[src/rtl/wb_arb_pkg.sv]
`default_nettype none
// ============================================================================
//  Module      : wb_arb_pkg
//  Description : Shared types for the two-master Wishbone arbiter.
//                Holds the arbiter state encoding, the owner-index width and
//                a helper that maps a state onto the one-hot debug grant.
//  Revision    : 1.0 - initial release
// ============================================================================
package wb_arb_pkg;

    // Width of the registered "last owner" index (two masters -> one bit).
    localparam int c_OWNER_W = 1;

    typedef enum logic [1:0] {
        ST_IDLE   = 2'b00,
        ST_GRANT0 = 2'b01,
        ST_GRANT1 = 2'b10
    } arb_state_t;

    // One-hot owner view of the state; bit0 = master 0.
    function automatic logic [1:0] state_to_grant(input arb_state_t s);
        case (s)
            ST_GRANT0: return 2'b01;
            ST_GRANT1: return 2'b10;
            default:   return 2'b00;
        endcase
    endfunction

endpackage
`default_nettype wire

[src/rtl/wb_arb_rr_grant.sv]
`default_nettype none
// ============================================================================
//  Module      : wb_arb_rr_grant
//  Description : Cycle-held round-robin grant FSM for two Wishbone masters.
//                A grant lasts for the owner's whole bus cycle; on contention
//                the master that did not own the bus last wins.
//  Revision    : 1.0 - initial release
//
//  Ports
//    clk      in   clock
//    rst      in   synchronous active-high reset
//    i_cyc0   in   master 0 cycle request
//    i_cyc1   in   master 1 cycle request
//    o_state  out  current arbiter state
//    o_grant  out  one-hot owner (bit0 = master 0)
// ============================================================================
module wb_arb_rr_grant
    import wb_arb_pkg::*;
(
    input  logic       clk,
    input  logic       rst,
    input  logic       i_cyc0,
    input  logic       i_cyc1,
    output arb_state_t o_state,
    output logic [1:0] o_grant
);

    arb_state_t             r_state;
    arb_state_t             w_state_nxt;
    logic [c_OWNER_W-1:0]   r_last_owner;
    logic [c_OWNER_W-1:0]   w_last_owner_nxt;

    // State register. last_owner resets to master 1 so master 0 wins the
    // first tie after reset.
    always_ff @(posedge clk) begin
        if (rst) begin
            r_state      <= ST_IDLE;
            r_last_owner <= c_OWNER_W'(1);
        end else begin
            r_state      <= w_state_nxt;
            r_last_owner <= w_last_owner_nxt;
        end
    end

    // Next-state logic.
    always_comb begin
        w_state_nxt      = r_state;
        w_last_owner_nxt = r_last_owner;
        case (r_state)
            ST_IDLE: begin
                if (i_cyc0 && i_cyc1) begin
                    w_state_nxt = (r_last_owner == c_OWNER_W'(0)) ? ST_GRANT1 : ST_GRANT0;
                end else if (i_cyc0) begin
                    w_state_nxt = ST_GRANT0;
                end else if (i_cyc1) begin
                    w_state_nxt = ST_GRANT1;
                end
            end
            ST_GRANT0: begin
                // Hand straight over to a waiting master: no idle gap, and a
                // re-asserting owner loses to the waiter.
                if (!i_cyc0) begin
                    w_last_owner_nxt = c_OWNER_W'(0);
                    w_state_nxt      = i_cyc1 ? ST_GRANT1 : ST_IDLE;
                end
            end
            ST_GRANT1: begin
                if (!i_cyc1) begin
                    w_last_owner_nxt = c_OWNER_W'(1);
                    w_state_nxt      = i_cyc0 ? ST_GRANT0 : ST_IDLE;
                end
            end
            default: begin
                w_state_nxt = ST_IDLE;
            end
        endcase
    end

    // Output logic.
    always_comb begin
        o_grant = state_to_grant(r_state);
    end

    assign o_state = r_state;

endmodule
`default_nettype wire

[src/rtl/wb_arbiter2.sv]
`default_nettype none
// ============================================================================
//  Module      : wb_arbiter2
//  Description : Two-master / one-slave Wishbone arbiter in front of the RAM
//                controller. Master 0 is the CPU bus bridge, master 1 the
//                MCU/SPI bridge. Whole bus cycles are granted, round-robin on
//                contention; address/data/we/strobe are muxed to the slave and
//                ack/read data are returned to the owner only.
//  Revision    : 1.0 - initial release
//
//  Optional feature macro: WB_ARBITER_TIMEOUT_EN
//    When defined, an ack watchdog returns a one-cycle ack with all-ones data
//    to an owner stalled TIMEOUT_CYCLES cycles and sets sticky timeout_o.
//    When undefined, timeout_o is tied low and a stalled slave stalls forever.
//
//  Ports
//    wb_clock_i, wb_reset_i          clock, synchronous active-high reset
//    m{0,1}_addr_i/_data_i/_we_i     master address, write data, write enable
//    m{0,1}_cycle_i/_strobe_i        master bus request / transfer strobe
//    m{0,1}_data_o/_ack_o            read data, ack (owner only)
//    s_addr_o/_data_o/_we_o          to the RAM controller
//    s_cycle_o/_strobe_o             to the RAM controller
//    s_data_i/_ack_i                 from the RAM controller
//    grant_o                         one-hot current owner (bit0 = m0)
//    timeout_o                       sticky watchdog flag
// ============================================================================
module wb_arbiter2
    import wb_arb_pkg::*;
#(
    parameter int DATA_WIDTH     = 8,
    parameter int ADDR_WIDTH     = 17,
    parameter int TIMEOUT_CYCLES = 16
) (
    input  logic                  wb_clock_i,
    input  logic                  wb_reset_i,
    input  logic [ADDR_WIDTH-1:0] m0_addr_i,
    input  logic [DATA_WIDTH-1:0] m0_data_i,
    output logic [DATA_WIDTH-1:0] m0_data_o,
    input  logic                  m0_we_i,
    input  logic                  m0_cycle_i,
    input  logic                  m0_strobe_i,
    output logic                  m0_ack_o,
    input  logic [ADDR_WIDTH-1:0] m1_addr_i,
    input  logic [DATA_WIDTH-1:0] m1_data_i,
    output logic [DATA_WIDTH-1:0] m1_data_o,
    input  logic                  m1_we_i,
    input  logic                  m1_cycle_i,
    input  logic                  m1_strobe_i,
    output logic                  m1_ack_o,
    output logic [ADDR_WIDTH-1:0] s_addr_o,
    output logic [DATA_WIDTH-1:0] s_data_o,
    input  logic [DATA_WIDTH-1:0] s_data_i,
    output logic                  s_we_o,
    output logic                  s_cycle_o,
    output logic                  s_strobe_o,
    input  logic                  s_ack_i,
    output logic [1:0]            grant_o,
    output logic                  timeout_o
);

    arb_state_t w_state;
    logic       w_own_cyc;   // current owner's cycle request
    logic       w_own_stb;   // current owner is strobing
    logic       w_fire;      // watchdog expires this cycle

    wb_arb_rr_grant u_grant (
        .clk     (wb_clock_i),
        .rst     (wb_reset_i),
        .i_cyc0  (m0_cycle_i),
        .i_cyc1  (m1_cycle_i),
        .o_state (w_state),
        .o_grant (grant_o)
    );

    always_comb begin
        w_own_cyc = 1'b0;
        w_own_stb = 1'b0;
        case (w_state)
            ST_GRANT0: begin
                w_own_cyc = m0_cycle_i;
                w_own_stb = m0_cycle_i && m0_strobe_i;
            end
            ST_GRANT1: begin
                w_own_cyc = m1_cycle_i;
                w_own_stb = m1_cycle_i && m1_strobe_i;
            end
            default: begin
                w_own_cyc = 1'b0;
                w_own_stb = 1'b0;
            end
        endcase
    end

`ifdef WB_ARBITER_TIMEOUT_EN
    localparam int c_CNT_W = $clog2(TIMEOUT_CYCLES + 1);

    logic [c_CNT_W-1:0] r_wd_cnt;
    logic               r_timeout;

    assign w_fire = w_own_stb && !s_ack_i && (r_wd_cnt == c_CNT_W'(TIMEOUT_CYCLES));

    // Counts stalled strobe cycles of the current owner. Leaving the grant
    // (owner cycle low, including IDLE) clears it, so each new grant starts
    // from zero; an ack or the synthetic timeout ack also restarts it.
    always_ff @(posedge wb_clock_i) begin
        if (wb_reset_i) begin
            r_wd_cnt  <= '0;
            r_timeout <= 1'b0;
        end else begin
            if (!w_own_cyc || s_ack_i || w_fire) begin
                r_wd_cnt <= '0;
            end else if (w_own_stb) begin
                r_wd_cnt <= r_wd_cnt + c_CNT_W'(1);
            end
            if (w_fire) begin
                r_timeout <= 1'b1;
            end
        end
    end

    // Flag is visible in the same cycle as the synthetic ack.
    assign timeout_o = r_timeout || w_fire;
`else
    logic w_unused_timeout;

    assign w_fire           = 1'b0;
    assign timeout_o        = 1'b0;
    assign w_unused_timeout = (TIMEOUT_CYCLES == 0);
`endif

    // Slave-side mux and ack routing. During a watchdog expiry the slave sees
    // the cycle dropped while the owner receives the synthetic ack.
    always_comb begin
        s_addr_o   = '0;
        s_data_o   = '0;
        s_we_o     = 1'b0;
        s_strobe_o = 1'b0;
        s_cycle_o  = 1'b0;
        m0_ack_o   = 1'b0;
        m1_ack_o   = 1'b0;
        case (w_state)
            ST_GRANT0: begin
                s_addr_o   = m0_addr_i;
                s_data_o   = m0_data_i;
                s_we_o     = m0_we_i;
                s_strobe_o = m0_strobe_i && !w_fire;
                s_cycle_o  = m0_cycle_i && !w_fire;
                m0_ack_o   = s_ack_i || w_fire;
            end
            ST_GRANT1: begin
                s_addr_o   = m1_addr_i;
                s_data_o   = m1_data_i;
                s_we_o     = m1_we_i;
                s_strobe_o = m1_strobe_i && !w_fire;
                s_cycle_o  = m1_cycle_i && !w_fire;
                m1_ack_o   = s_ack_i || w_fire;
            end
            default: begin
                s_addr_o = '0;
            end
        endcase
    end

    // Both masters see the slave read data; only the owner sees an ack.
    assign m0_data_o = w_fire ? {DATA_WIDTH{1'b1}} : s_data_i;
    assign m1_data_o = w_fire ? {DATA_WIDTH{1'b1}} : s_data_i;

endmodule
`default_nettype wire

[config.mk]
export PLATFORM = sky130hd
export DESIGN_NAME = wb_arbiter2
export DESIGN_NICKNAME = d
export VERILOG_FILES = /design/src/rtl/wb_arb_pkg.sv /design/src/rtl/wb_arb_rr_grant.sv /design/src/rtl/wb_arbiter2.sv
export SDC_FILE = /design/constraint.sdc
export NUM_CORES = 1
export LEC_CHECK = 0
export CORE_MARGIN = 2
export CORE_UTILIZATION = 26
export CTS_CLUSTER_SIZE = 40
export DETAILED_ROUTE_END_ITERATION = 8
export GPL_ROUTABILITY_DRIVEN = 0
export PLACE_DENSITY_LB_ADDON = 0.3
export SETUP_SLACK_MARGIN = 0.2
export SLEW_MARGIN = 20
export SYNTH_ARGS = -nofsm -noshare
export SYNTH_HDL_FRONTEND = slang
export SYNTH_SLANG_ARGS = --single-unit
[constraint.sdc]
create_clock -name wb_clock_i -period 2.8 [get_ports wb_clock_i]
set_input_delay 0.28 -clock wb_clock_i [delete_from_list [all_inputs] [get_ports wb_clock_i]]
set_output_delay 0.28 -clock wb_clock_i [all_outputs]
set_load 0.02 [all_outputs]
Yosys cells after proc, flatten, opt, wreduce, memory -nomap -nowiden
Cells that the tools add are included.

Mux-type cells: 20. Bitwise gates (word level): 0. Multipliers: 0. Div/mod/pow operators: 0. Eq/ne operators: 5. $add $sub $neg: 0. Shifts and indexed selects: 0. Reductions and logical operators: 5. Magnitude comparators: 0.

Operators by type and width (number): $pmux 17 s2 (1); $pmux 8 s2 (1); $mux 2 (7); $pmux 1 s2 (4); $pmux 2 s3 (1); $reduce_and 3->1 (2); $mux 1 (5); $ne 2x2->1 const B (2); $ne 4x3->1 const B (1); $pmux 2 s2 (1); $eq 2x1->1 const B (1); $eq 2x2->1 const B (1); $logic_not 2->1 (1); $reduce_bool 2->1 (1); $logic_and 1x1->1 (1).

Output and inout port bits: 49. Bits of input ports: 67. Bits in read-only memories: 0. Logic and storage cells: 32. Bits in registers: 3. Bits in latches: 0. Memories kept: 0. Memory bits (writable): 0.

Longest topological paths before layout
Gate-level depths: netlist (run 1).

Word-level depth: 4. Mapped depth: 7. Mapped depth without buffers: 6.

By module
Synthesis (run 1) repeated with hierarchy kept, for this count alone.

Cell total of the unflattened synthesis: 106. Area, all modules: 777.0 sq um.

Modules (own cells, without submodules): wb_arbiter2 (seq. area each 0.0 sq um, area each 638.1 sq um, times used 1, cells each 89); wb_arb_rr_grant (seq. area each 60.1 sq um, area each 138.9 sq um, times used 1, cells each 17).

Worst setup path after synthesis (run 1)
Ideal clock, no wire load.

Kind: register to output. Start: register u_grant.r_state[0], in the netlist u_grant.o_state[0]. End: output port s_addr_o[10]. Stages on the path, launching flop included: 5. Data arrival time: 1395 ps. Path slack: 1125 ps. Cells stage by stage: dfxtp_1 -> inv_1 -> ha_1 -> clkbuf_1 -> nor2b_1.

Word-level cells in the longest chain between the ends: 2. Elaborated cells on any way between the ends: 3.

RTL lines: from (decl) (RTL line wb_arb_rr_grant.sv:28) `arb_state_t r_state;`; from (signal assigned) (RTL line wb_arb_rr_grant.sv:40) `r_state <= w_state_nxt;`; $eq 2x2->1 or $eq 2x1->1 (tied branches) (RTL line wb_arbiter2.sv:141) `case (w_state)`; $pmux 17 s2 * (RTL line wb_arbiter2.sv:141); to (decl) (RTL line wb_arbiter2.sv:50) `output logic [ADDR_WIDTH-1:0] s_addr_o,`.

Every way passes the cells marked *; elsewhere a longest branch is shown, timed or not.

Final worst setup path (run 1)
Start: register u_grant.r_state[1], in the netlist u_grant.o_state[1]. End: output port s_we_o.

Word-level cells in the longest chain between the ends: 2. Elaborated cells on any way between the ends: 3.

RTL lines: $eq 2x2->1 or $eq 2x1->1 (tied branches) (RTL line wb_arbiter2.sv:141); $pmux 1 s2 * (RTL line wb_arbiter2.sv:141); to (decl) (RTL line wb_arbiter2.sv:53) `output logic s_we_o,`.

Marks and branches as above.

==> flow_summary.yaml, run 1 <==
clocking:
  cts.sink_count: 3
  post_cts_resized: 1
  cts_hold_buf: 0
  post_cts_buffers: 0
  worstSkewPairLatency_ps: 240
  cts_tree: "done"
  cts_buffers: 3
  clkTransAtPathRegs_ps: 40
  clockBufferDepth: 2
  cts_root_buffer: "clkbuf_4"
  htreeDepth: 1
finish:
  multiInputGateArea_um2: 587
  post-route-util: 0.549
  fill_cells: 294
  layout-drive-gt1-share: 0.0376
  syn_to_final_growth_pct: 101
  diodes: 0
  register_area_um2: 60.1
  fin_nets: 260
global_route:
  grt_pass1_wl_mm: 4.07
  grt_pass1_vias: 957
  grt_usage: 0.144
  grt_max_degree: 30
  antenna_found_initial: 0
  gr-total-overflow: 0
synthesis:
  synth-seq-cells: 3
  synth.area.top_cells: "a22oi_1, nor2b_1, buf_4, ha_1, dfxtp_1"
  synth_nets: 188
  synth.avg_cell_area_um2: 7.18
  synth_warnings: 0
  yosysSeqAreaShare: 0.0727
  synthDistinctLibCells: 20
  synth_area_um2: 826
  netlist_instances: 115
  synth_top_area_frac: 0.255
  yosysTopAreaCell: "a22oi_1"
detailed_routing:
  wire_per_inst_um: 12.5
  drtIter0Drc: 15
  num_vias: 1051
  avgViaCountPerCell: 4.57
  routed_wl_mm: 2.87
  ant_nets: 0
  drtPass1Iterations: 4
  drc_errors: 0
timing:
  grt_setup_unrepaired: "no"
  setup-tns-final_ps: 0
  finalClockSkew_ps: 7.40
  period_needed_ps: 2410
  setup_viol: 0
  max_freq_mhz: 415
  finalHoldViolCount: 0
  fin_crit_sh: 0.860
  setup_ws_ps: 391
  whs_ps: 513
  slew_violations: 0
setup_path:
  cp-end-kind: "primary output"
  critPathMaxStageDelay_ps: 620
  worst_ep_required_time_ps: 2520
  crit_path_cell_trace: "inv_1 > ha_2 > nor2b_1 > clkdlybuf4s50_1"
  worst_setup_path_start_kind: "register"
  cpLargestDelayFamily: "buffers and inverters"
  worstPathArrival_ps: 2130
  critPathSlowestCell: "clkdlybuf4s50_1"
  critPathBufInv: 2
  worstSetupPathType: "register to primary output"
  crit_fanout: 28
job:
  cap_viol_max_count: 0
floorplanning:
  num_rows: 20
  initial_core_util: 0.273
  die_area_um2: 3640
  core_um2: 3030
  ios: 116
  die_x_um: 60.4
  die_y_um: 60.4
pwr:
  ir_drop_mv: 0.201
  powerDensity_nw_per_um2: 438
  power.leakage_nw: 0.556
run_status:
  status: "complete, no violations"
min_path:
  hold_path.class: "register to register"
place:
  dpl.hpwl_mm: 2.26
  dp_slack_ps: 445
  io_buffers: 90
-- cells in the mapped netlist, drive strengths merged --
| cell | count |
|---|---|
| a21oi | 4 |
| a22oi | 28 |
| a31oi | 1 |
| and2 | 2 |
| buf | 23 |
| clkbuf | 3 |
| conb | 1 |
| dfxtp | 3 |
| ha | 6 |
| inv | 2 |
| mux2i | 1 |
| nand2 | 3 |
| nand2b | 3 |
| nand3b | 2 |
| nor2 | 2 |
| nor2b | 28 |
| o21ai | 1 |
| o21bai | 1 |
| or3 | 1 |
-- flip-flops by register name, indices dropped and copies added (netlist names) --
| register | flops |
|---|---|
| u_grant.o_state | 2 |
| u_grant.r_last_owner | 1 |
-- cell families (layout without fill, tap and decap cells) --
| family | Yosys count | count (layout) | synth area share |
|---|---|---|---|
| fa+ha+maj | 6 | 6 | 0.0909 |
| other cells | 1 | 1 | 0.00454 |
| flops | 3 | 3 | 0.0727 |
| simple gates | 41 | 41 | 0.298 |
| mux | 1 | 1 | 0.0121 |
| compound gates | 35 | 35 | 0.302 |
| buf+inv | 28 | 99 | 0.220 |
-- stage by stage --
stage | area [um^2] | power, mW | cells
after floorplan | 826 | 0.443 | 115
after global placement | 1630 | 0.639 | 226
after detailed placement | 1630 | 0.650 | 226
after CTS | 1660 | 0.737 | 230
final | 1660 | 0.728 | 230
after global routing | 1660 | 0.790 | 230
-- power breakdown --
group	switching, mW	internal [mW]	total [mW]
clock network	0.0246	0.0536	0.0781
registers	0.0105	0.0524	0.0629
logic	0.272	0.315	0.587
total	0.307	0.421	0.728
-- worst min-delay path: stages (launching register included) --
cell and delay (ps):
dfxtp_1 340, nand2_1 70, a21oi_1 50
-- routing by layer --
layer / GRT usage / part of all wire / up-vias
met5: 0 / 0 / -
met4: 0.0603 / 0.013 / 0
met3: 0.0277 / 0.076 / 6
met2: 0.280 / 0.55 / 44
met1: 0.150 / 0.36 / 475
li1: - / - / 526
-- placed cells by master (no fill, tap or decap) --
master            n
dfxtp_1           3
o21bai_1          1
conb_1            1
or3_1             1
buf_6             1
nand3b_1          2
buf_4             2
a22oi_1          28
a21oi_1           4
a31oi_1           1
clkbuf_1          1
mux2i_1           1
ha_1              5
o21ai_1           1
clkbuf_4          3
nand2_1           3
and2_1            2
ha_2              1
nand2b_1          3
inv_1             2
nor2b_1          28
clkdlybuf4s50_1  90
nor2_1            2
-- cell type report --
type	instances	area share
Multi-Input combinational cell	84	0.353
Inverter	2	0.00451
Sequential cell	3	0.0361
Tap cell	44	0.0331
Timing Repair Buffer	93	0.558
Clock buffer	4	0.0158
-- worst paths after layout --
kind | startpoint | endpoint | slack, ps | depth (start not counted)
max | u_grant.o_state[1]$_SDFFE_PP0P_ | s_we_o | 390 | 4
min | u_grant.o_state[0]$_SDFFE_PP0P_ | u_grant.o_state[0]$_SDFFE_PP0P_ | 510 | 2
max reg2reg | u_grant.o_state[1]$_SDFFE_PP0P_ | u_grant.o_state[1]$_SDFFE_PP0P_ | 1160 | 7
min reg2reg | u_grant.o_state[0]$_SDFFE_PP0P_ | u_grant.o_state[0]$_SDFFE_PP0P_ | 510 | 2
Power figures use the tool's default switching activity.
==> run 2, diff against run 1 <==
Settings changed: ABC_CLOCK_PERIOD_IN_PS from default to 2800.
==> results of run 2 <==
Final layout, timing and power as in run 1 (identical DEF).
==> RTL edit, RTL diff (flow settings as in run 2) <==
`ADDR_WIDTH`: 17 -> 15.
--- a/src/rtl/wb_arbiter2.sv
+++ b/src/rtl/wb_arbiter2.sv
@@ -28,7 +28,7 @@
     import wb_arb_pkg::*;
 #(
     parameter int DATA_WIDTH     = 8,
-    parameter int ADDR_WIDTH     = 17,
+    parameter int ADDR_WIDTH     = 15,
     parameter int TIMEOUT_CYCLES = 16
 ) (
     input  logic                  wb_clock_i,
Ports: changed (resized m0_addr_i, m1_addr_i and s_addr_o); port bits go from 116 to 110. No check against the original RTL was run, so the function may have changed too.
==> RTL edit against run 2 <==
  * First-iteration DRC count grew 140%
  * Setup slack gained 0.032 ns
  * Sequential cell count is the same
  * Total power shrank 2.0%
  * Largest cell class unchanged
  * Largest power group unchanged
  * Highest routed layer is now met3
  * Via count shrank 2.5%
  * Area after synthesis shrank 2.9%
  * Cell area shrank 5.1%
  * Wire length shrank 4.0%
==> RTL edit: results (changes against run 2) <==
| Metric | Value |
|---|---|
| Dpl cells | `206 (-8.8%)` |
| Worst EP arrival | `2.10 ns (-0.03 ns)` |
| Mux cell area share after synthesis | `1.248% (+0.036 points)` |
| Largest net degree at the start of global routing | `27 (-10%)` |
| Worst-path fanout max | `14 (-50%)` |
| Run status | `complete, no violations` |
| Vias/cell | `4.881 (+6.8%)` |
| Cts repair resizes | `0 (-1)` |
| Register area share after synthesis | `7.488% (+0.22 points)` |
| WL final | `2755 um (-4.0%)` |
| Fraction of layout instances using a drive strength above 1 | `5.085% (+1.3 points)` |
| Post-synth top cells | `26 x a22oi_1, 26 x nor2b_1, 18 x buf_4` |
| First-pass GRT wire length | `4188 um (+2.9%)` |
| Dpl ws | `0.4782 ns (+0.03360 ns)` |
| Post-synthesis cell type count | `21 (+5.0%)` |
| Final net count | `247 (-5.0%)` |
| Input/output buffers | `84 (-6.7%)` |
| Leakage | `0.0005342 uW (-4.0%)` |
| Drt initial violations | `36 (+21)` |
| Compound-Gate Fraction of Synth Area | `29.17% (-0.98 points)` |
| DP Area | `1536 um2 (-5.8%)` |
| Syn-to-layout area delta | `96.72%` |
| Fin cells | `210 (-8.7%)` |
| Worst-case vdd ir drop | `0.0003332 V (+66%)` |
| Synthesized net count | `180 (-4.3%)` |
| Synth Area in Adders | `9.360% (+0.27 points)` |
[RTL edit: cell types whose count changed in the layout (fill, tap and decap cells not counted)]
cell and delta:
buf_6 -1, ha_1 -1, a22oi_1 -2, clkdlybuf4s50_1 -6
buf_4 +2, nor2b_1 -2, ha_4 +1
[RTL edit: metal layers]
| metal | wire [um] | up-vias | global-route usage, % | part of all wire (%) |
|---|---|---|---|---|
| li1 | - | 499 | - | - |
| met1 | 982 | 469 | 14.97 | 36 |
| met2 | 1501 | 57 | 29.98 | 54 |
| met3 | 271 | 0 | 3.930 | 9.8 |
| met4 | 0 | 0 | 2.857 | 0 |
| met5 | 0 | - | 0 | 0 |
[RTL edit: path summary, 6_finish.rpt]
check	startpoint	endpoint	slack [ns]	cells after the start
setup / recovery	u_grant.o_state[1]$_SDFFE_PP0P_	s_data_o[6]	0.42	6
hold / removal	u_grant.o_state[0]$_SDFFE_PP0P_	u_grant.o_state[0]$_SDFFE_PP0P_	0.53	2
setup reg to reg	u_grant.o_state[1]$_SDFFE_PP0P_	u_grant.o_state[1]$_SDFFE_PP0P_	1.15	7
hold reg to reg	u_grant.o_state[0]$_SDFFE_PP0P_	u_grant.o_state[0]$_SDFFE_PP0P_	0.53	2
[RTL edit: power by group]
group	leakage [uW]	total, uW	internal (uW)	switching (uW)
logic	0.000494	575	312	263
clock network	0.0000150	74.5	53.3	21.2
registers	0.0000247	64.2	52.5	11.7
total	0.000534	714	418	296
[RTL edit: final cells by class]
type | count | share of cell area (%)
repair buffers | 88 | 55.19
multi-input cells | 80 | 36.24
flip-flops and latches | 3 | 3.807
well taps | 33 | 2.617
clock buffers | 4 | 1.665
inverters | 2 | 0.4758
